## config.mk

```make
export PLATFORM = sky130hd
export DESIGN_NAME = spi_mem_responder
export DESIGN_NICKNAME = d
export VERILOG_FILES = /design/src/rtl/spi_mem_responder.sv
export SDC_FILE = /design/constraint.sdc
export NUM_CORES = 1
export LEC_CHECK = 0
export BUFFER_PORTS_ARGS = -buffer_cell sky130_fd_sc_hd__buf_2
export CORE_MARGIN = 4
export CORE_UTILIZATION = 55
export DETAILED_ROUTE_END_ITERATION = 6
export PLACE_DENSITY = 0.75
export SLEW_MARGIN = 10
export SYNTH_ARGS = -nofsm -noshare
export SYNTH_HDL_FRONTEND = slang
export SYNTH_SLANG_ARGS = --single-unit
```

## constraint.sdc

```tcl
create_clock -name clk -period 3.3 [get_ports clk]
set_clock_uncertainty 0.15 [all_clocks]
set_input_delay 0.495 -clock clk [delete_from_list [all_inputs] [get_ports clk]]
set_output_delay 0.495 -clock clk [all_outputs]
set_load 0.02 [all_outputs]
```

## src/rtl/spi_mem_responder.sv

```systemverilog
// SPI/QSPI PSRAM-style responder: oversamples sclk/ce_n/sio on clk, decodes 0x03/0x02/0xEB/0x38
// and turns each serial byte into a one-cycle read or write strobe on a synchronous byte port.
module spi_mem_responder #(
    parameter int ADDR_BITS  = 24,
    parameter int QUAD_DUMMY = 6
) (
    input  logic                 clk,
    input  logic                 rst_n,
    input  logic                 sclk,
    input  logic                 ce_n,
    input  logic [3:0]           sio_i,
    output logic [3:0]           sio_o,
    output logic [3:0]           sio_oe,
    output logic [ADDR_BITS-1:0] mem_addr,
    output logic                 mem_re,
    input  logic [7:0]           mem_rdata,
    output logic                 mem_we,
    output logic [7:0]           mem_wdata
);
    typedef enum logic [2:0] {IDLE, CMD, ADDR, DUMMY, RDATA, WDATA, IGNORE} state_t;
    typedef struct packed {
        logic quad;
        logic rd;
    } mode_t;

    logic [1:0]      sclk_q, ce_q;
    logic [1:0][3:0] sio_q;
    logic            sclk_d, ce_d;

    // ce_n syncs to 1 under reset so leaving reset with the chip deselected is not seen as a select
    always_ff @(posedge clk or negedge rst_n) begin
        if (!rst_n) begin
            sclk_q <= '0;
            ce_q   <= '1;
            sio_q  <= '0;
            sclk_d <= 1'b0;
            ce_d   <= 1'b1;
        end else begin
            sclk_q <= {sclk_q[0], sclk};
            ce_q   <= {ce_q[0], ce_n};
            sio_q  <= {sio_q[0], sio_i};
            sclk_d <= sclk_q[1];
            ce_d   <= ce_q[1];
        end
    end

    logic       sck_rise, sck_fall, ce_fall, ce_hi;
    logic [3:0] sio_s;

    assign sck_rise = sclk_q[1] & ~sclk_d;
    assign sck_fall = ~sclk_q[1] & sclk_d;
    assign ce_fall  = ~ce_q[1] & ce_d;
    assign ce_hi    = ce_q[1];
    assign sio_s    = sio_q[1];

    state_t      state;
    mode_t       mode;
    logic [6:0]  cmd_sr;
    logic [23:0] addr_sr;
    logic [7:0]  cnt;
    logic [2:0]  bcnt;
    logic [7:0]  rbuf, sh, wsh;
    logic        re_d;

    logic [7:0]  cmd_next, wsh_next, dsrc, addr_last;
    logic [23:0] addr_next;
    logic [2:0]  byte_last;

    always_comb begin
        cmd_next  = {cmd_sr, sio_s[0]};
        addr_next = mode.quad ? {addr_sr[19:0], sio_s} : {addr_sr[22:0], sio_s[0]};
        wsh_next  = mode.quad ? {wsh[3:0], sio_s} : {wsh[6:0], sio_s[0]};
        addr_last = mode.quad ? 8'd5 : 8'd23;
        byte_last = mode.quad ? 3'd1 : 3'd7;
        // first bit/nibble of a byte comes from the prefetch buffer, the rest from the shifter
        dsrc      = (bcnt == 3'd0) ? rbuf : sh;
    end

    always_ff @(posedge clk or negedge rst_n) begin
        if (!rst_n) begin
            state     <= IDLE;
            mode      <= '0;
            cmd_sr    <= '0;
            addr_sr   <= '0;
            cnt       <= '0;
            bcnt      <= '0;
            rbuf      <= '0;
            sh        <= '0;
            wsh       <= '0;
            re_d      <= 1'b0;
            sio_o     <= '0;
            sio_oe    <= '0;
            mem_addr  <= '0;
            mem_re    <= 1'b0;
            mem_we    <= 1'b0;
            mem_wdata <= '0;
        end else begin
            mem_re <= 1'b0;
            mem_we <= 1'b0;
            re_d   <= mem_re;
            if (re_d)
                rbuf <= mem_rdata;
            // writes strobe at the current address, then step to the next byte
            if (mem_we)
                mem_addr <= mem_addr + ADDR_BITS'(1);

            if (ce_hi && state != IDLE) begin
                state  <= IDLE;
                sio_oe <= '0;
                sio_o  <= '0;
            end else begin
                case (state)
                    IDLE: begin
                        if (ce_fall) begin
                            state <= CMD;
                            cnt   <= '0;
                        end
                    end
                    CMD: begin
                        if (sck_rise) begin
                            cmd_sr <= cmd_next[6:0];
                            cnt    <= cnt + 8'd1;
                            if (cnt == 8'd7) begin
                                cnt   <= '0;
                                state <= ADDR;
                                case (cmd_next)
                                    8'h03:   mode <= '{quad: 1'b0, rd: 1'b1};
                                    8'h02:   mode <= '{quad: 1'b0, rd: 1'b0};
                                    8'hEB:   mode <= '{quad: 1'b1, rd: 1'b1};
                                    8'h38:   mode <= '{quad: 1'b1, rd: 1'b0};
                                    default: state <= IGNORE;
                                endcase
                            end
                        end
                    end
                    ADDR: begin
                        if (sck_rise) begin
                            addr_sr <= addr_next;
                            cnt     <= cnt + 8'd1;
                            if (cnt == addr_last) begin
                                cnt      <= '0;
                                bcnt     <= '0;
                                mem_addr <= ADDR_BITS'(addr_next);
                                if (mode.rd) begin
                                    mem_re <= 1'b1;
                                    if (mode.quad && QUAD_DUMMY > 0) begin
                                        state <= DUMMY;
                                    end else begin
                                        state  <= RDATA;
                                        sio_oe <= mode.quad ? 4'b0000 : 4'b0010;
                                    end
                                end else begin
                                    state <= WDATA;
                                end
                            end
                        end
                    end
                    DUMMY: begin
                        if (sck_rise) begin
                            cnt <= cnt + 8'd1;
                            if (cnt == 8'(QUAD_DUMMY - 1))
                                state <= RDATA;
                        end
                    end
                    RDATA: begin
                        if (sck_fall) begin
                            // starting a byte: fetch the following one while this one shifts out
                            if (bcnt == 3'd0) begin
                                mem_addr <= mem_addr + ADDR_BITS'(1);
                                mem_re   <= 1'b1;
                            end
                            if (mode.quad) begin
                                sio_o  <= dsrc[7:4];
                                sh     <= {dsrc[3:0], 4'h0};
                                sio_oe <= 4'b1111;
                            end else begin
                                sio_o <= {2'b00, dsrc[7], 1'b0};
                                sh    <= {dsrc[6:0], 1'b0};
                            end
                            bcnt <= (bcnt == byte_last) ? 3'd0 : bcnt + 3'd1;
                        end
                    end
                    WDATA: begin
                        if (sck_rise) begin
                            wsh <= wsh_next;
                            if (bcnt == byte_last) begin
                                bcnt      <= '0;
                                mem_wdata <= wsh_next;
                                mem_we    <= 1'b1;
                            end else begin
                                bcnt <= bcnt + 3'd1;
                            end
                        end
                    end
                    IGNORE: ;
                    default: state <= IDLE;
                endcase
            end
        end
    end
endmodule

```

==> results of run 1 <==
==> worst max-delay path, delay by kind of cell, from the launching register on <==
kind                   cells  cell delay (ps)
AOI/OAI and AO/OA          2              680
and+or+nand+nor            4             1230
buffers and inverters      1              250
DFF                        1              440
==> cell usage after synthesis (all sizes together) (5+ instances only) <==
| master | number |
|---|---|
| or4 | 6 |
| a22o | 6 |
| nand2 | 75 |
| a21oi | 47 |
| nand3b | 5 |
| xor2 | 10 |
| nor4 | 8 |
| nand4 | 18 |
| buf | 8 |
| mux2i | 43 |
| o21ai | 63 |
| a21o | 6 |
| xnor2 | 22 |
| and2 | 5 |
| o221ai | 5 |
| clkbuf | 39 |
| dfrtp | 120 |
| nand3 | 18 |
| ha | 5 |
| inv | 11 |
| o22ai | 15 |
| nor2b | 6 |
| nand2b | 8 |
| mux2 | 22 |
| or3 | 7 |
| a211o | 5 |
| nor3 | 12 |
| and3 | 5 |
| o31ai | 5 |
| nor2 | 71 |
==> sequential cells by signal, indices dropped and copies added (netlist names), 3 cells and up <==
signal	cells
mem_addr	24
addr_sr	23
cmd_sr	7
bcnt	3
sio_s	4
cnt	8
wsh	7
sio_o	4
rbuf	8
sio_q	4
state	3
mem_wdata	8
sh	7
==> area by class of cell <==
class | instances | area [sq um]
clock buffers | 21 | 480
clock inverters | 9 | 88.8
fillers | 947 | 4000
inverters | 11 | 41.3
multi-input cells | 533 | 3340
flip-flops and latches | 123 | 3080
well taps | 143 | 179
repair buffers | 70 | 400
==> per-layer routing <==
layer  up-vias  GRT usage
met5         -          0
met4         0     0.0894
met3        39     0.0764
met2       234      0.355
met1      2691      0.339
li1       2637          -
==> worst max path at each step <==
stage / start / end / slack (ps) / depth (start not counted)
2_1_floorplan: cnt[5] / mem_addr[0] / 950 / 7
3_3_place_gp: cnt[5] / bcnt[0] / 630 / 7
3_5_place_dp: cnt[5] / bcnt[0] / 580 / 7
4_1_cts: cnt[5] / bcnt[0] / 510 / 7
5_1_grt: cnt[5] / bcnt[0] / 410 / 7
6_report: cnt[5] / bcnt[0] / 500 / 7
==> stage by stage <==
step | cell area, sq um | util | power [W]
after global placement | 7030 | 0.605 | 0.00268
after detailed placement | 7030 | 0.605 | 0.00272
final | 7610 | 0.655 | 0.00448
after floorplan | 6650 | - | 0.00246
after CTS | 7610 | 0.655 | 0.00450
after global routing | 7610 | 0.655 | 0.00471
==> logic make-up after synthesis <==
family | count (synthesis) | synth area share
AND/OR/NAND/NOR | 259 | 0.191
AO/OA/AOI/OAI | 172 | 0.157
flip-flops | 123 | 0.463
multiplexers | 65 | 0.102
buffers and inverters | 58 | 0.0352
XOR/XNOR | 32 | 0.0421
adder cells (fa/ha/maj) | 5 | 0.00941
==> report_power, final <==
group          internal (W)  leakage (nW)  total (W)  switching [W]
clock               0.00111         0.274    0.00177       0.000666
combinational      0.000345          1.36   0.000833       0.000487
sequential          0.00168          1.66    0.00187       0.000194
total               0.00313          3.30    0.00448        0.00135
==> repair_timing <==
action / 4_1_cts / 5_1_grt
endpoints found under the hold margin: 42 / 0
setup buffers: 0 / 0
hold buffers: 1 / 0
==> key figures, run 1 <==
Status
  • Outcome: finished clean

Logic synthesis
  • Syn. warnings: 0
  • Largest cells by area after synthesis: dfrtp_1 45%, mux2i_1 6.5%, o21ai_0 4.4%
  • Distinct cell type count after synthesis: 57
  • Synth top area share: 0.452
  • Sequential-to-total area share from yosys stat: 0.463
  • Post-synth ARST share: 1.00
  • Post-synthesis register bit count: 123
  • Ys flop type: dfrtp_1
  • Cells after Synth: 714
  • Syn_nets: approximately 740
  • Synthesized area: 0.00665 sq mm
  • Avg Synthesized Cell Area: 9.31 sq um
  • Area leader, netlist: dfrtp_1
  • Post-synth EDFFs: 0

Pwr
  • Leak pwr: 3.30 nW
  • Pwr Density: ~590 mW/mm^2
  • VDD IR max: 0.442 mV

Critical path
  • Crit-path slowest cell: or4_4
  • R2R Setup Slk: 500 ps
  • Origin of the critical flop-to-flop path: cnt[5]
  • CP max FO: 14
  • Crit Path Class: reg2reg
  • Critical Path RT: 3510 ps
  • CP Cell Sequence: or4_4, a2111oi_4, buf_4, nand2_2, a21o_1, or3_1, nand2_1
  • Crit path capture type: flip-flop
  • Worst reg2reg path depth: 7
  • Crit path DAT: 3010 ps
  • Critical path launch point type: flip-flop
  • RR Endpoint: bcnt[0]
  • Largest stage delay, worst path: 590 ps

Die
  • Starting density of the core: 0.573
  • Die ar.: 0.0139 sq mm
  • Chip width: 118 um
  • Core area: 0.0116 sq mm
  • Io pins: 58
  • Die height: 118 um
  • Row Count: 39

GRT
  • Number of global-route vias before repair: 5372
  • Initial antenna violation count: 0
  • Overall global routing resource usage: 0.242
  • Global route total overflow: 0
  • Largest net degree at the start of global routing: 79
  • First-pass GRT wire length: between 20 and 30 mm

Job
  • Max_cap viols: 0

STA
  • Final Hold Fails: 0
  • Fin worst setup slack: 496 ps
  • Hold WS: approximately 25 ps
  • Final setup TNS: 0 ps
  • Highest clock rate: 357 MHz
  • Max-slew headroom: 0.514
  • Tcrit/Tclk final: 0.850
  • Slew @ Worst Pin: 723 ps
  • Max Slew Vio Count: 0
  • Minimum clock period: between 2000 and 3000 ps
  • Final setup viols: 0
  • Unrepaired setup endpoints after global routing: no

Clocking
  • H-Tree Level Count: 4
  • CTS max path bufs: 2
  • CTS-repair resized insts: 0
  • TritonCTS Buffers: 17
  • Clk sinks: around 120
  • Clock Tree Root: clkbuf_16
  • CTS tree: done
  • Worst-skew pair later-pin latency: 420 ps
  • Clock transition at the registers of the reported paths: roughly 60 ps

Finish
  • Layout cells sized above 1: 0.177
  • Area growth from synthesis to layout: 14.4%
  • N_diodes: 0
  • Most frequent cells in the layout: 119 x dfrtp_1, 73 x nand2_1, 70 x nor2_1
  • Final std cells w/o fill: 910
  • Most common cell after layout, fill and taps aside: dfrtp_1
  • Nets: 777

Detailed routing
  • Max layer used: met4
  • Met1 wire length: 7.50 mm
  • DR WL/cell: 18.1 um
  • Routed wl met3: roughly 1.4 mm
  • Post-Route WL: 16.5 mm
  • DRT iter0 DRCs: approximately 540
  • Met2 WL: a little over 7 mm
  • Post-route ant nets: 0
  • Pre-antenna DRT Iters: 7
  • Vias per cell: 6.15
  • Via count: 5601
  • DRC Markers: 0

Hold path
  • Min-Delay Path Class: in2reg
  • Hold worst-path end: ce_q[0]
  • Hold Path Cell Cnt: 1
  • Hold_sp: ce_n

Place
  • Placed Instances: 879
  • Place WS: 577 ps
  • IO Port Bufs: 57
  • Routability Congestion: 0.927
  • Detailed Place HPWL: 11.4 mm
(Power assumes the default switching activity.)
==> run 2, diff against run 1 <==
==> constraint.sdc (replaced) <==
create_clock -name clk -period 2.6 [get_ports clk]
set_clock_uncertainty 0.15 [all_clocks]
set_input_delay 0.39 -clock clk [delete_from_list [all_inputs] [get_ports clk]]
set_output_delay 0.39 -clock clk [all_outputs]
set_load 0.02 [all_outputs]
==> run 2 against run 1 <==
Compared with the run above: critical path depth did not move; worst hold slack improved by 23 ps; worst setup slack got worse by 450 ps; critical path type unchanged; critical endpoint is now mem_addr[20]; total power up 27%; maximum frequency increased by 9.9%; count of clock-buffer cells in the layout rose by 1; first-iteration DRC count increased by 38%; clock power rose by 20%; sequential power is 24% higher; die area did not move; highest routed layer unchanged; wire length up 4.7%; final cell count increased by 4.4%.
==> key figures, run 2 (synthesis results as in run 1) <==
STA
  • Final Hold Fails: 0 (unchanged)
  • Final setup TNS: 0 ps (unchanged)
  • Slew @ Worst Pin: 648 ps (was 723 ps)
  • Minimum clock period: 2550 ps (was 2800 ps)
  • Final setup viols: 0 (unchanged)
  • Highest clock rate: 392 MHz (was 357 MHz)
  • Max-slew headroom: 0.564 (was 0.514)
  • Unrepaired setup endpoints after global routing: no (unchanged)
  • Max Slew Vio Count: 0 (unchanged)
  • Tcrit/Tclk final: 0.981 (was 0.850)

Critical path
  • Crit Path Class: reg2reg (unchanged)
  • Crit path DAT: 2660 ps (was 3010 ps)
  • Critical path launch point type: flip-flop (unchanged)
  • Crit path capture type: flip-flop (unchanged)
  • CP max FO: 6 (was 14)
  • Worst reg2reg path depth: 7 (unchanged)
  • Critical Path RT: 2710 ps (was 3510 ps)

Place
  • Routability Congestion: 0.973 (was 0.927)
  • Detailed Place HPWL: 12.3 mm (was 11.4 mm)
  • IO Port Bufs: 57 (unchanged)
  • Area of placed instances: 0.00730 sq mm (was 0.00703 sq mm)

GRT
  • Initial antenna violation count: 0 (unchanged)
  • Global route total overflow: 0 (unchanged)
  • Number of global-route vias before repair: 5671 (was 5372)
  • First-pass GRT wire length: 29.0 mm (was 27.1 mm)
  • Largest net degree at the start of global routing: 47 (was 79)
  • Overall global routing resource usage: 0.257 (was 0.242)

Detailed routing
  • DR WL/cell: 18.2 um (was 18.1 um)
  • Post-route ant nets: 0 (unchanged)
  • DRT iter0 DRCs: 747 (was 542)
  • DRC Markers: 0 (unchanged)
  • Post-Route WL: 17.3 mm (was 16.5 mm)
  • Via count: 5825 (was 5601)
  • Pre-antenna DRT Iters: 5 (was 7)
  • Vias per cell: 6.13 (was 6.15)

Finish
  • Most common cell after layout, fill and taps aside: dfrtp_1 (unchanged)
  • Fill count: 905 (was 947)
  • Most frequent cells in the layout: 119 x dfrtp_1, 73 x nand2_1, 69 x nor2_1 (was 119 x dfrtp_1, 73 x nand2_1, 70 x nor2_1)
  • Area growth from synthesis to layout: 19.2% (was 14.4%)
  • Layout cells sized above 1: 0.212 (was 0.177)
  • Nets: 815 (was 777)
  • Largest Register: mem_addr (unchanged)
  • Max reg flops: 24 (unchanged)
  • Post-route cell area: 0.00793 sq mm (was 0.00761 sq mm)
  • N_diodes: 0 (unchanged)
  • Biggest regs: mem_addr x24, addr_sr x23 (unchanged)

Pwr
  • VDD IR max: 0.670 mV (was 0.442 mV)
  • Leak pwr: 3.48 nW (was 3.30 nW)
  • Pwr Density: 718 mW/mm^2 (was 588 mW/mm^2)

Clocking
  • TritonCTS Buffers: 17 (unchanged)
  • Worst-skew pair later-pin latency: 420 ps (about the same)
  • CTS max path bufs: 2 (unchanged)
  • CTS tree: done (unchanged)
  • H-Tree Level Count: 4 (unchanged)
  • Clock Tree Root: clkbuf_16 (unchanged)
  • Clock transition at the registers of the reported paths: 60 ps (about the same)
  • Clk sinks: 123 (unchanged)

Die
  • Core area: 0.0116 sq mm (unchanged)
  • Starting density of the core: 0.573 (unchanged)
  • Die ar.: 0.0139 sq mm (unchanged)
  • Row Count: 39 (unchanged)
  • Chip width: 118 um (unchanged)
  • Die height: 118 um (unchanged)
  • Io pins: 58 (unchanged)

Hold path
  • Hold Path Cell Cnt: 2 (was 1)
  • Min-Delay Path Class: in2reg (unchanged)

Job
  • Max_cap viols: 0 (unchanged)

Status
  • Outcome: finished clean (unchanged)
[run 2: cell types whose count changed in the layout (fill, tap and decap cells not counted), sizes merged]
cell / delta
clkinv: +2
dlygate4sd3: +6
bufinv: -1
clkbuf: +1
buf: +32
[run 2: through the flow]
stage	cells	worst slack, ps	util	hold WS [ps]	power [W]
after floorplan	714	247	-	-55.6	0.00312
after global placement	911	54.5	0.628	184	0.00348
after detailed placement	911	-12.7	0.628	188	0.00355
after CTS	950	29.6	0.680	39.8	0.00570
after global routing	950	0.227	0.682	46.8	0.00597
final	950	48.4	0.682	47.6	0.00569
[run 2: layout make-up]
cell class	instances	area (sq um)	area share
Clock buffer	22	464	0.0586
Sequential cell	123	3080	0.389
Multi-Input combinational cell	533	3360	0.424
Tap cell	143	179	0.0226
Inverter	11	41.3	0.00521
Clock inverter	10	68.8	0.00868
Timing Repair Buffer	108	729	0.0920
[run 2: what timing repair did]
| action | CTS | global route |
|---|---|---|
| setup endpoints to repair | 1 | 7 |
| pin swaps | 0 | 2 |
| setup buffers | 0 | 0 |
| hold buffers | 7 | 0 |
| endpoints found under the hold margin | 43 | 0 |
| gates resized for setup | 1 | 5 |
[run 2: where the power goes]
group,switching (W),internal (W),total (W),leakage (nW)
Sequential,0.000192,0.00213,0.00232,1.66
Clock,0.000863,0.00126,0.00213,0.257
Combinational,0.000727,0.000513,0.00124,1.56
[run 2: layer usage]
layer,global-route usage,wire length (um)
met3,0.0827,1600
met1,0.353,7510
met2,0.391,7940
met4,0.0784,226
met5,0,0
[run 2: worst max-delay path: stages (launching register included)]
cell and delay (ps):
dfrtp_1 430, ha_1 290, nand4_1 300, nor4_2 500, nand2_1 110, mux2_2 280
a21oi_1 160, o221ai_1 170
[run 2: worst paths after layout]
check                      slack [ps]    startpoint           end
hold / removal                     50  mem_rdata[1]       rbuf[1]
setup / recovery                   50   mem_addr[1]  mem_addr[20]
min in group asynchronous         350         rst_n         sh[4]
hold reg to reg                   200      sio_q[2]      sio_s[2]
max in group asynchronous        1290         rst_n      sio_q[3]
setup reg to reg                   50   mem_addr[1]  mem_addr[20]
